[src/rtl/rca_4bit.sv]
// Ripple-carry adder: {c_out,sum} = a + b + c_in through a chain of full-adder cells, plus a registered copy.
// Optional signed-overflow outputs ovf/ovf_q are built when RCA_4BIT_OVERFLOW_EN is defined.

module rca_4bit_fa (
  input  logic a,
  input  logic b,
  input  logic ci,
  output logic s,
  output logic co
);
  logic p;
  assign p  = a ^ b;
  assign s  = p ^ ci;
  assign co = (a & b) | (ci & p);
endmodule

module rca_4bit #(
  parameter int WIDTH = 4
) (
  input  logic             clk,
  input  logic             rst_n,
  input  logic [WIDTH-1:0] a,
  input  logic [WIDTH-1:0] b,
  input  logic             c_in,
  output logic [WIDTH-1:0] sum,
  output logic             c_out,
  output logic [WIDTH-1:0] sum_q,
  output logic             c_out_q
`ifdef RCA_4BIT_OVERFLOW_EN
  ,
  output logic             ovf,
  output logic             ovf_q
`endif
);

  logic [WIDTH:0] c;

  assign c[0] = c_in;

  // Carry ripples structurally; each cell only sees its neighbour's carry.
  for (genvar i = 0; i < WIDTH; i++) begin : g_cell
    rca_4bit_fa u_fa (
      .a  (a[i]),
      .b  (b[i]),
      .ci (c[i]),
      .s  (sum[i]),
      .co (c[i+1])
    );
  end

  assign c_out = c[WIDTH];

  always_ff @(posedge clk) begin
    if (!rst_n) begin
      sum_q   <= '0;
      c_out_q <= 1'b0;
    end else begin
      sum_q   <= sum;
      c_out_q <= c_out;
    end
  end

`ifdef RCA_4BIT_OVERFLOW_EN
  // Two's-complement overflow: carry into the sign bit differs from carry out of it.
  assign ovf = c[WIDTH] ^ c[WIDTH-1];

  always_ff @(posedge clk) begin
    if (!rst_n) ovf_q <= 1'b0;
    else        ovf_q <= ovf;
  end
`endif

endmodule

[config.mk]
export PLATFORM = sky130hd
export DESIGN_NAME = rca_4bit
export DESIGN_NICKNAME = d
export VERILOG_FILES = /design/src/rtl/rca_4bit.sv
export SDC_FILE = /design/constraint.sdc
export NUM_CORES = 1
export LEC_CHECK = 0
export ABC_CLOCK_PERIOD_IN_PS = 4290
export CAP_MARGIN = 20
export CORE_AREA = 4 4 41 43
export DETAILED_ROUTE_END_ITERATION = 8
export DIE_AREA = 0 0 45 47
export PLACE_DENSITY = 0.58
export RECOVER_POWER = 25
export SETUP_SLACK_MARGIN = 0.02
export SYNTH_ARGS = -nofsm -noshare
export SYNTH_HDL_FRONTEND = slang
export SYNTH_SLANG_ARGS = --single-unit
[constraint.sdc]
create_clock -name clk -period 4.29 [get_ports clk]
set_input_delay 0.429 -clock clk [delete_from_list [all_inputs] [get_ports clk]]
set_output_delay 0.429 -clock clk [all_outputs]
set_load 0.05 [all_outputs]
==> impl_results.md <==
- Post-layout net count: 64
- Initial antenna violation count: 0
- Period utilisation layout: 88.92%
- Hold path start: rst_n
- Layout cells sized above 1: 6.250%
- First-pass GRT wire length: 800 um
- IO Count: 21
- Yosys reg bits: 5
- Pleak: 0.0002321 uW
- Area after DPL: 467.9 um2
- P&R area growth vs syn: 77.13%
- Startpoint Class: input port
- Cells after synthesis: 28
- Simple-gate share of the synthesized area: 11.21%
- Final setup margin: 0.4752 ns
- Via count: 216
- Final instance area: 494.2 um2
- Die Y: 47 um
- Gr usage total: 6.215%
- Outcome: completed
- Drt via density: 3.429
- Avg WL per Cell: 8.762 um
- Post-CTS Resized: 0
- Mean Syn Cell Area: 9.965 um2
- Worst slew margin: 66.48%
- Drt pass-1 iters: 1
- Period minus WS final: 3.815 ns
- Synthesis Warnings: 0
- Final setup violation count: 0
- Non-Filler Instances: 63
- CTS Buf Count: 3
- Setup_tns: 0 ns
- H-Tree Depth: 1
- Largest net degree at the start of global routing: 6
- Core Box Area: 1301 um2
- P per Cell Area: 411.8 nW/um2
- RSZ-0062 raised after global routing: false
- Max-cap violation count: 0
- Effective utilization at floorplan: 21.44%
- Total wire length: 552 um
- Worst Path Max Fanout: 2
- Critical Path End Type: primary output
- Clock-pin slew on the worst setup and hold paths: 0.04 ns
- Syn Std Cell Area: 279.0 um2
- HPWL after DPL: 510.1 um
- Required time worst endpoint: 3.86 ns
- Hold-fix buffers at CTS: 0
- Diode count: 0
- Post-CTS Setup Bufs: 0
- Root Driver: clkbuf_4
- Post-synthesis sequential area ratio: 35.87%
- Grt ovf: 0
- Worst Hold Class: input port to flip-flop
- IO buf count: 20
- Register Area: 100.1 um2
- Hold Crit Endpoint: c_out_q$_SDFF_PN0_
- RD Place Congestion: 0.6009
- Dpl cells: 59
- FILL cells: 147
- FP Rows: 13
- Clk sinks: 5
- Final hold viol count: 0
- Die W: 45 um
- Critical path class: input port to primary output
- Vias in the first global route: 224
- Die area: 2115 um2
- Unique masters post-synth: 6
- Largest family of logic cells by synthesized area: adder cells
- Max Clk Rate: 262.1 MHz
- Hold path depth: 2
- Post-synthesis compound-gate area fraction: 0%
- Clock Tree Buf Depth: 2
- Fin. max-slew vios: 0
- CP Data Arrival Time: 3.39 ns
- Synth Net Count: 43
- Multi-input combinational cell area: 111.4 um2
- Post-route ant nets: 0
- Worst-Margin Slew: 0.5012 ns
- DRT iter0 DRCs: 0
- Peak supply drop: 0.1146 mV
- Remaining DRCs: 0
- Synth Area in XOR/XNOR: 0%
- Post-synthesis mux area share: 0%
- TritonCTS clock tree: done
- Adder-Cell Fraction of Synth Area: 28.70%
- Setup slack at placement: 0.5755 ns
==> state kept, by name (all words and copies together), names as in the netlist <==
name and count:
c_out_q 1, sum_q 4
==> final cells by class <==
class                           instances  share of cell area (%)
Inverter                               10                   7.595
Sequential cell                         5                   20.25
Multi-Input combinational cell          9                   22.53
Clock buffer                            4                   5.316
Timing Repair Buffer                   20                   40.51
Tap cell                               15                   3.797
==> metal layers <==
layer | routed length, um | global-route usage (%) | share of wire [%]
met5 | 0 | 0 | 0
met4 | 19 | 12.28 | 3.4
met3 | 58 | 0 | 11
met2 | 299 | 9.322 | 54
met1 | 174 | 5.594 | 32
==> cell families (layout without fill, tap and decap cells) <==
kind of cell / after synthesis / in the layout
buf+inv: 14 / 34
flops: 5 / 5
simple gates: 5 / 5
fa+ha+maj: 4 / 4
==> critical path, cell delays in order <==
cell	delay, ns
dlygate4sd3_1	0.54
inv_1	0.09
fa_1	0.18
inv_1	0.05
fa_1	0.37
fa_1	0.38
inv_1	0.08
fa_1	0.42
inv_1	0.06
clkdlybuf4s50_1	0.79
==> how the worst max path moves through the flow <==
stage / cells after the start / from / slack, ns / end
final: 10 / a[0] / 0.48 / sum[3]
after global routing: 10 / a[0] / 0.36 / sum[3]
after CTS: 10 / a[0] / 0.57 / sum[3]
after detailed placement: 10 / a[0] / 0.58 / sum[3]
after global placement: 10 / a[0] / 0.63 / sum[3]
after floorplan: 9 / a[0] / 1.73 / sum[3]
==> synthesized netlist by cell type, drive strengths merged <==
cell / number / area share, %
and2: 2 / 4.5
buf: 4 / 11
dfxtp: 5 / 36
fa: 4 / 29
inv: 10 / 13
nor2b: 3 / 6.7
==> power breakdown <==
| group | leakage (uW) | switching (uW) | internal (uW) |
|---|---|---|---|
| Combinational | 0.000175 | 62.1 | 36.2 |
| Clock | 0.0000150 | 17.3 | 35.0 |
| Sequential | 0.0000417 | 0.979 | 51.9 |
==> cells in the final DEF, fill, tap and decap left out <==
master           synthesis  layout
and2_1                   2       2
inv_1                   10      10
clkbuf_4                 0       3
dlygate4sd3_1            0       3
fa_1                     4       4
clkbuf_1                 0       1
dfxtp_1                  5       5
clkdlybuf4s50_1          0      17
nor2b_1                  3       3
==> through the flow <==
stage	utilization [%]	hold slack, ns	total power [uW]
finish	37.98	0.8359	203.5
global route	37.98	0.8536	215.7
CTS	37.98	0.8367	209.0
detailed placement	35.96	1.090	154.3
global placement	35.96	1.087	153.1
floorplan	-	0.5507	125.3
(Power assumes the default switching activity.)
